`config.mk`:
```
export PLATFORM = sky130hd
export DESIGN_NAME = ram_fifo_ctrl
export DESIGN_NICKNAME = d
export VERILOG_FILES = /design/src/rtl/ram_fifo_ctrl.sv
export SDC_FILE = /design/constraint.sdc
export NUM_CORES = 1
export LEC_CHECK = 0
export CORE_MARGIN = 2
export CORE_UTILIZATION = 50
export CTS_CLUSTER_SIZE = 28
export DETAILED_ROUTE_END_ITERATION = 10
export PLACE_DENSITY_LB_ADDON = 0.12
export SYNTH_ARGS = -nofsm -noshare
export SYNTH_HDL_FRONTEND = slang
export SYNTH_SLANG_ARGS = --single-unit
```
`constraint.sdc`:
```
create_clock -name clk_i -period 2.8 [get_ports clk_i]
set_clock_uncertainty 0.2 [all_clocks]
set_input_delay 0.56 -clock clk_i [delete_from_list [all_inputs] [get_ports clk_i]]
set_output_delay 0.56 -clock clk_i [all_outputs]
set_load 0.01 [all_outputs]
```
`src/rtl/ram_fifo_ctrl.sv`:
```
// Pointer, occupancy and flag controller that runs a dual-port RAM as a
// synchronous FIFO of depth 2**AWIDTH; strobes are combinational, status is registered.
module ram_fifo_ctrl #(
  parameter int unsigned AWIDTH       = 3,
  parameter int unsigned ALMOST_FULL  = 6,
  parameter int unsigned ALMOST_EMPTY = 2
) (
  input  logic              clk_i,
  input  logic              aclr_n_i,
  input  logic              sclr_i,
  input  logic              wr_req_i,
  input  logic              rd_req_i,
  output logic              ram_wr_en_o,
  output logic              ram_rd_en_o,
  output logic [AWIDTH-1:0] wr_pntr_o,
  output logic [AWIDTH-1:0] rd_pntr_o,
  output logic              full_o,
  output logic              empty_o,
  output logic [AWIDTH:0]   usedw_o,
  output logic              almost_full_o,
  output logic              almost_empty_o,
  output logic              overflow_o,
  output logic              underflow_o
);

  localparam logic [AWIDTH:0] DEPTH = {1'b1, {AWIDTH{1'b0}}};
  localparam logic [AWIDTH:0] ONE   = {{AWIDTH{1'b0}}, 1'b1};

  logic [AWIDTH:0] wr_ptr, rd_ptr, usedw, usedw_next;
  logic            full, empty, almost_full, almost_empty, overflow, underflow;
  logic            wr_acc, rd_acc;

  // Acceptance looks only at registered flags, so a write into an empty FIFO
  // cannot be read back in the same cycle and full+read never admits a write.
  assign wr_acc = wr_req_i & ~full  & ~sclr_i;
  assign rd_acc = rd_req_i & ~empty & ~sclr_i;

  always_comb begin
    usedw_next = usedw;
    if (wr_acc && !rd_acc)
      usedw_next = usedw + ONE;
    else if (rd_acc && !wr_acc)
      usedw_next = usedw - ONE;
  end

  always_ff @(posedge clk_i or negedge aclr_n_i) begin
    if (!aclr_n_i) begin
      wr_ptr       <= '0;
      rd_ptr       <= '0;
      usedw        <= '0;
      full         <= 1'b0;
      empty        <= 1'b1;
      almost_full  <= 1'b0;
      almost_empty <= 1'b1;
      overflow     <= 1'b0;
      underflow    <= 1'b0;
    end else if (sclr_i) begin
      wr_ptr       <= '0;
      rd_ptr       <= '0;
      usedw        <= '0;
      full         <= 1'b0;
      empty        <= 1'b1;
      almost_full  <= 1'b0;
      almost_empty <= 1'b1;
      overflow     <= 1'b0;
      underflow    <= 1'b0;
    end else begin
      if (wr_acc) wr_ptr <= wr_ptr + ONE;
      if (rd_acc) rd_ptr <= rd_ptr + ONE;
      usedw        <= usedw_next;
      full         <= (usedw_next == DEPTH);
      empty        <= (usedw_next == '0);
      almost_full  <= (32'(usedw_next) >= ALMOST_FULL);
      almost_empty <= (32'(usedw_next) <  ALMOST_EMPTY);
      if (wr_req_i && full)  overflow  <= 1'b1;
      if (rd_req_i && empty) underflow <= 1'b1;
    end
  end

  assign ram_wr_en_o    = wr_acc;
  assign ram_rd_en_o    = rd_acc;
  assign wr_pntr_o      = wr_ptr[AWIDTH-1:0];
  assign rd_pntr_o      = rd_ptr[AWIDTH-1:0];
  assign full_o         = full;
  assign empty_o        = empty;
  assign usedw_o        = usedw;
  assign almost_full_o  = almost_full;
  assign almost_empty_o = almost_empty;
  assign overflow_o     = overflow;
  assign underflow_o    = underflow;

endmodule

```
# Word-level counts from Yosys, hierarchy flattened
# Index checks and enable logic that the tools add are counted.
# Widths: inputs -> output; s select.
[op_classes]
n_eq_ne = 1
add_sub_neg = 4
n_mux = 15
n_reduce_logical = 11
bitwise = 7
n_lt_le_gt_ge = 2
[ops]
columns = ["cell", "n"]
rows = [
  ["$mux 4", 7],
  ["$add 4x1->4 const B", 3],
  ["$mux 1", 8],
  ["$reduce_bool 2->1", 4],
  ["$and 1x1->1", 4],
  ["$eq 4x4->1 const B", 1],
  ["$ge 4x3->1 const B", 1],
  ["$logic_and 1x1->1", 4],
  ["$logic_not 4->1", 1],
  ["$lt 4x2->1 const B", 1],
  ["$sub 4x1->4 const B", 1],
  ["$not 1->1", 3],
  ["$logic_not 1->1", 2],
]
[totals]
output_inout_bits = 18
ff_bits = 18
inputBits = 5
word_cells = 49

# Longest topological paths before layout
# Gate-level depths: netlist (run 1).
[depth]
word_depth = 9
depth_mapped = 6
mapped_depth_nobuf = 6

# Least setup slack after synthesis (run 1)
# No wires, ideal clock.
[synth_path]
path_kind = "input-to-output"
startpoint = "input sclr_i"
endpoint = "output ram_rd_en_o"
slack_ns = 0.825
t_arrival_ns = 1.215
stages = 3
path_buffers = 2
required_ns = 2.040
path_cell_list = "clkbuf_1 -> buf_1 -> nor2_1"
[synth_via]
elab_chain_len = 2
[synth_rtl]
columns = ["element", "line_no", "text"]
rows = [
  ["start, declared", "10", "input logic sclr_i,"],
  ["$not 1->1", "36", "assign rd_acc = rd_req_i & ~empty & ~sclr_i;"],
  ["$and 1x1->1", "36", ""],
  ["end, declared", "14", "output logic ram_rd_en_o,"],
]
# Every way passes these cells.

# Worst setup path in the final report (run 1)
[layout_path]
startpoint = "input wr_req_i"
endpoint = "output ram_wr_en_o"
[layout_via]
elab_chain_len = 2
[layout_rtl]
columns = ["element", "line_no", "text"]
rows = [
  ["start, declared", "11", "input logic wr_req_i,"],
  ["$and 1x1->1 (2 in series)", "35", "assign wr_acc = wr_req_i & ~full & ~sclr_i;"],
  ["end, declared", "13", "output logic ram_wr_en_o,"],
]
# Every way passes these cells.

==> results.toml, run 1 <==
[run_status]
outcome = "finished clean"

[yosys]
ys_ff_latch = 16
synthTopCellsByCount = "dfrtp_1 (14), nor2_1 (12), a21oi_1 (7), nand2_1 (7), xnor2_1 (6)"
synthFlopType = "dfrtp_1"
synth-seq-area-share_pct = 44.4
ys_types = 33
synth_nets = 97
synth_top_area_share_pct = 38.6
synth-edff-count = 0
ys_async_sr_fraction_pct = 100
yosys.cell_count.top_type = "dfrtp_1"
netlist_instances = 88
synth_area_leaders = "dfrtp_1 (39%), dfstp_2 (5.8%), xnor2_1 (5.8%), ha_1 (5.5%), nor2_1 (5.0%)"
yosysWarnings = 0
syn_area_per_cell_um2 = 10.3
synth_area_leader_cell = "dfrtp_1"
syn_area_um2 = 907

[floorplan]
row_count = 15
io_pins = 23
start_util_pct = 53.1
dieArea_um2 = 2170
core-area_um2 = 1710
die_width_um = 46.6
fp.dieH_um = 46.6

[worst_setup_path]
cp.arrival_ns = 1.83
critical-path-slowest-cell = "clkdlybuf4s50_1"
timing.rr.end = "full_o$_DFF_PN0_"
crit_chain = "clkdlybuf4s50_1, nand2b_4, nor2_1, clkdlybuf4s50_1"
path_class = "input pin to output pin"
critical_path_buf_inv_count = 2
rr_startpoint = "usedw_o[1]$_DFF_PN0_"
crit_family = "buffers and inverters"
slowest_delay_ns = 0.54
rr_worst_depth = 6
crit_fanout = 8
ff2ff_setup_slack_ns = 0.87
cpMostUsedCell = "clkdlybuf4s50_1"
start_kind = "input pin"
cp.required_ns = 2.04
end_kind = "output pin"

[route]
vias_per_cell = 4.97
wl_met2_um = 756
wl_met1_um = 791
drc = 0
drt-total-wl_mm = 1.63
ant_nets = 0
maxUsedRoutingLayer = "met4"
vias = 686
wl_per_cell_um = 11.8
dr.first_iter.drc_count = 2
drt_first_pass_iters = 2
routed-wl-met3_um = 65

[finish]
antenna_cells = 0
syn_to_final_growth_pct = 30.2
layout.area.seq_um2 = 403
fillCellCount = 145
multi_input_area_um2 = 459
layout.cells.non_filler = 138
drive_gt1_share_pct = 18.6
fin_nets = 123

[timing]
rsz0062_at_grt = "no"
min_period_over_period_pct = 92.7
max_freq_mhz = 385
maxSlewViolCount = 0
fin_tns_setup_ns = 0
final_hold_viol_count = 0
finalCriticalPeriod_ns = 2.59
setup_viol_count_final = 0
tightest_slew_ns = 0.699
slew_headroom_pct = 53.3

[global_route]
grt_max_degree = 17
grt_pass1_vias = 601
grt.total_usage_pct = 17.8
grt_pass1_wl_mm = 2.66
grt_antenna_before_repair = 0
grt-ovfl-total = 0

[power]
powerDensity_nw_per_um2 = 729
leakagePower_nw = 0.510
vdd_drop_max_uv = 472

[clock_network]
numCtsBuffers = 3
clockRootBuffer = "clkbuf_4"
cts_hold_buffers = 0
cts_max_level = 1
clk_pin_slew_ns = 0.09
cts_num_sinks = 16
ctsResizeCount = 0
postCtsSetupRepairBufs = 0
clockBufferDepth = 2
clkLatencyLatePin_ns = 0.29
cts_tree = "built"

[job]
maxCapViolations = 0

[worst_hold_path]
min_to = "underflow_o$_DFFE_PN0P_"
min-delay-start = "underflow_o$_DFFE_PN0P_"
min_path_type = "flop to flop"
min_path_cells = 2

[placement]
place.port_buffers = 22
dp.cells = 134
dpl.hpwl_mm = 1.27
gp_congestion = 0.830
-- metrics by stage --
step                      power (mW)  hold slack (ns)  worst slack [ns]  cell area, um^2  util (%)
after detailed placement       0.733            0.291             0.198             1150      67.6
after floorplan                0.586           0.0644             0.825              907         -
after global placement         0.724            0.278             0.210             1150      67.6
final                          0.861            0.303             0.205             1180      69.2
after global routing           0.915            0.334             0.114             1180      69.2
after CTS                      0.863            0.311             0.196             1180      69.2
-- cells in the final DEF, fill, tap and decap left out, types with 2 or more instances in the layout --
cell type	n
xor2_1	2
clkbuf_4	3
nor3_1	2
nor3_2	3
a21o_1	2
xnor2_1	6
a21oi_1	7
dfrtp_1	14
clkdlybuf4s50_1	22
nand2_1	7
ha_1	4
inv_1	3
dfstp_2	2
nor2_1	12
nor2b_1	3
buf_4	4
-- cells by family (layout without fill, tap and decap cells) --
group	Yosys count	in the layout	synth area share [%]
flip-flops	16	16	44.4
multiplexers	1	1	1.65
AO/OA/AOI/OAI	17	17	12.7
XOR/XNOR	8	8	7.72
adder cells (fa/ha/maj)	4	4	5.52
AND/OR/NAND/NOR	34	34	23.0
buffers and inverters	8	33	4.96
-- registers in the layout, summed over array words and instances, names as in the netlist --
| register | flops |
|---|---|
| almost_empty_o | 1 |
| almost_full_o | 1 |
| empty_o | 1 |
| full_o | 1 |
| overflow_o | 1 |
| rd_ptr | 3 |
| underflow_o | 1 |
| usedw_o | 4 |
| wr_ptr | 3 |
-- layer usage --
metal,vias up,track usage [%]
met5,-,0
li1,344,-
met3,2,2.35
met4,0,6.86
met2,16,26.9
met1,324,25.6
-- where the power goes --
part,total [mW],internal (mW),switching [mW]
Sequential,0.335,0.284,0.0512
Clock,0.131,0.0554,0.0753
Combinational,0.395,0.202,0.193
-- final cells by class --
class / count / share of cell area [%]
Tap cell: 25 / 2.65
Multi-Input combinational cell: 64 / 38.9
Clock buffer: 4 / 2.22
Sequential cell: 16 / 34.1
Timing Repair Buffer: 26 / 21.2
Inverter: 3 / 0.953
-- how the worst max path moves through the flow --
stage                  start  slack, ns  cells after the start     endpoint
floorplan             sclr_i       0.82                      3  ram_rd_en_o
global route        wr_req_i       0.11                      4  ram_wr_en_o
detailed placement  wr_req_i       0.20                      4  ram_wr_en_o
finish              wr_req_i       0.21                      4  ram_wr_en_o
global placement    rd_req_i       0.21                      4  ram_rd_en_o
CTS                 rd_req_i       0.20                      4  ram_rd_en_o
-- worst reg2reg max path: cells and delay by family, from the launching register on --
family | cells | cell delay [ns]
simple gates | 2 | 0.39
buf+inv | 1 | 0.14
flops | 1 | 0.49
compound gates | 2 | 0.28
fa+ha+maj | 1 | 0.36
(Power assumes the default switching activity.)
==> inputs of run 2 (changes only) <==
- CORE_UTILIZATION: 50 -> 43
- clock period: 2.8 -> 2.3 ns (I/O delays scaled with it)
==> run 2 against run 1 <==
Net effect: first-iteration DRC count grew to 4.5 times the previous value; clock power is 18% higher; die area is 15% higher; non-clock buffer count is 8 higher; sequential power is 21% higher; worst setup slack worse by 0.0020 ns; worst hold slack worse by 0.021 ns; combinational power is 28% higher; total power is 24% higher; highest routed layer unchanged.
==> results.toml, run 2 (same netlist as run 1, synthesis figures left out) <==
[placement]
dpl.hpwl_mm = 1.35
place.port_buffers = 22
gp_congestion = 0.816
pre_cts_slack_ns = -0.0801

[clock_network]
cts_num_sinks = 16
clk_pin_slew_ns = 0.10
clockBufferDepth = 2
clkLatencyLatePin_ns = 0.28
clockRootBuffer = "clkbuf_4"
cts_max_level = 1
numCtsBuffers = 3
cts_tree = "built"
cts_hold_buffers = 0

[global_route]
grt-ovfl-total = 0
grt_antenna_before_repair = 0
grt_max_degree = 17
grt_pass1_wl_mm = 3.08
grt_pass1_vias = 690
grt.total_usage_pct = 16.7

[timing]
slew_headroom_pct = 78.7
rsz0062_at_grt = "no"
setup_viol_count_final = 0
tightest_slew_ns = 0.320
final_hold_viol_count = 0
min_period_over_period_pct = 91.2
hold_slack_ns = 0.282
maxSlewViolCount = 0
max_freq_mhz = 477
setup_slack_ns = 0.203
finalCriticalPeriod_ns = 2.10

[run_status]
outcome = "finished clean"

[worst_setup_path]
cp.arrival_ns = 1.44
timing.rr.end = "full_o$_DFF_PN0_"
start_kind = "input pin"
path_class = "input pin to output pin"
end_kind = "output pin"
ff2ff_setup_slack_ns = 0.40
rr_worst_depth = 6
crit_fanout = 4
rr_startpoint = "usedw_o[1]$_DFF_PN0_"
cp.required_ns = 1.64

[route]
drt_first_pass_iters = 4
dr.first_iter.drc_count = 9
vias_per_cell = 4.82
ant_nets = 0
drc = 0
drt-total-wl_mm = 1.74
vias = 713
wl_per_cell_um = 11.8

[power]
powerDensity_nw_per_um2 = 859
vdd_drop_max_uv = 583
leakagePower_nw = 0.555

[worst_hold_path]
min_path_type = "input pin to asynchronous set/reset pin"

[floorplan]
row_count = 16
core-area_um2 = 1980
io_pins = 23
dieArea_um2 = 2490
start_util_pct = 45.8
die_width_um = 49.9
fp.dieH_um = 49.9

[finish]
final_common_cell = "clkdlybuf4s50_1"
final_cell_mix = "clkdlybuf4s50_1 (20), dfrtp_1 (14), nor2_1 (12), buf_4 (12)"
drive_gt1_share_pct = 24.0
largest_reg_flops = 4
antenna_cells = 0
fin_nets = 131
syn_to_final_growth_pct = 36.8

[job]
maxCapViolations = 0
[run 2: critical path: stages]
cell and delay [ns]:
clkdlybuf4s50_1 0.54, nand2b_4 0.09, nor2_1 0.08, dlygate4sd2_1 0.27
[run 2: what timing repair did]
action | in CTS | in global routing
buffers inserted | 0 | 0
endpoints found under the setup margin | 2 | 0
resized for setup | 2 | 0
[run 2: routing by layer]
metal | wire (um) | vias up | global-route usage [%]
li1 | - | 363 | -
met1 | 823 | 334 | 21.1
met2 | 847 | 14 | 27.3
met3 | 56 | 2 | 3.03
met4 | 13 | 0 | 8.33
met5 | 0 | - | 0
[run 2: how the worst max path moves through the flow]
| stage | to | from |
|---|---|---|
| 6_report | ram_wr_en_o | wr_req_i |
| 5_1_grt | ram_wr_en_o | wr_req_i |
| 4_1_cts | ram_wr_en_o | wr_req_i |
| 3_5_place_dp | ram_wr_en_o | wr_req_i |
| 3_3_place_gp | ram_wr_en_o | wr_req_i |
| 2_1_floorplan | full_o$_DFF_PN0_ | empty_o$_DFF_PN1_ |
[run 2: power by group]
part / internal, mW / switching (mW)
Clock: 0.0673 / 0.0869
Combinational: 0.271 / 0.235
Sequential: 0.345 / 0.0604
Total: 0.684 / 0.383
[run 2: through the flow]
step / instances / total power [mW] / TNS, ns / cell area (um^2) / utilization (%)
2_1_floorplan: 88 / 0.713 / 0 / 907 / -
3_3_place_gp: 144 / 0.919 / -0.124 / 1220 / 61.4
3_5_place_dp: 144 / 0.923 / -0.201 / 1220 / 61.4
4_1_cts: 148 / 1.08 / 0 / 1240 / 62.6
5_1_grt: 148 / 1.15 / 0 / 1240 / 62.6
6_report: 148 / 1.07 / 0 / 1240 / 62.6
[run 2: cell type report]
class | count | area [um^2]
multi-input cells | 64 | 459
fillers | 174 | 741
repair buffers | 34 | 308
flip-flops and latches | 16 | 403
well taps | 27 | 33.8
clock buffers | 4 | 26.3
inverters | 3 | 11.3
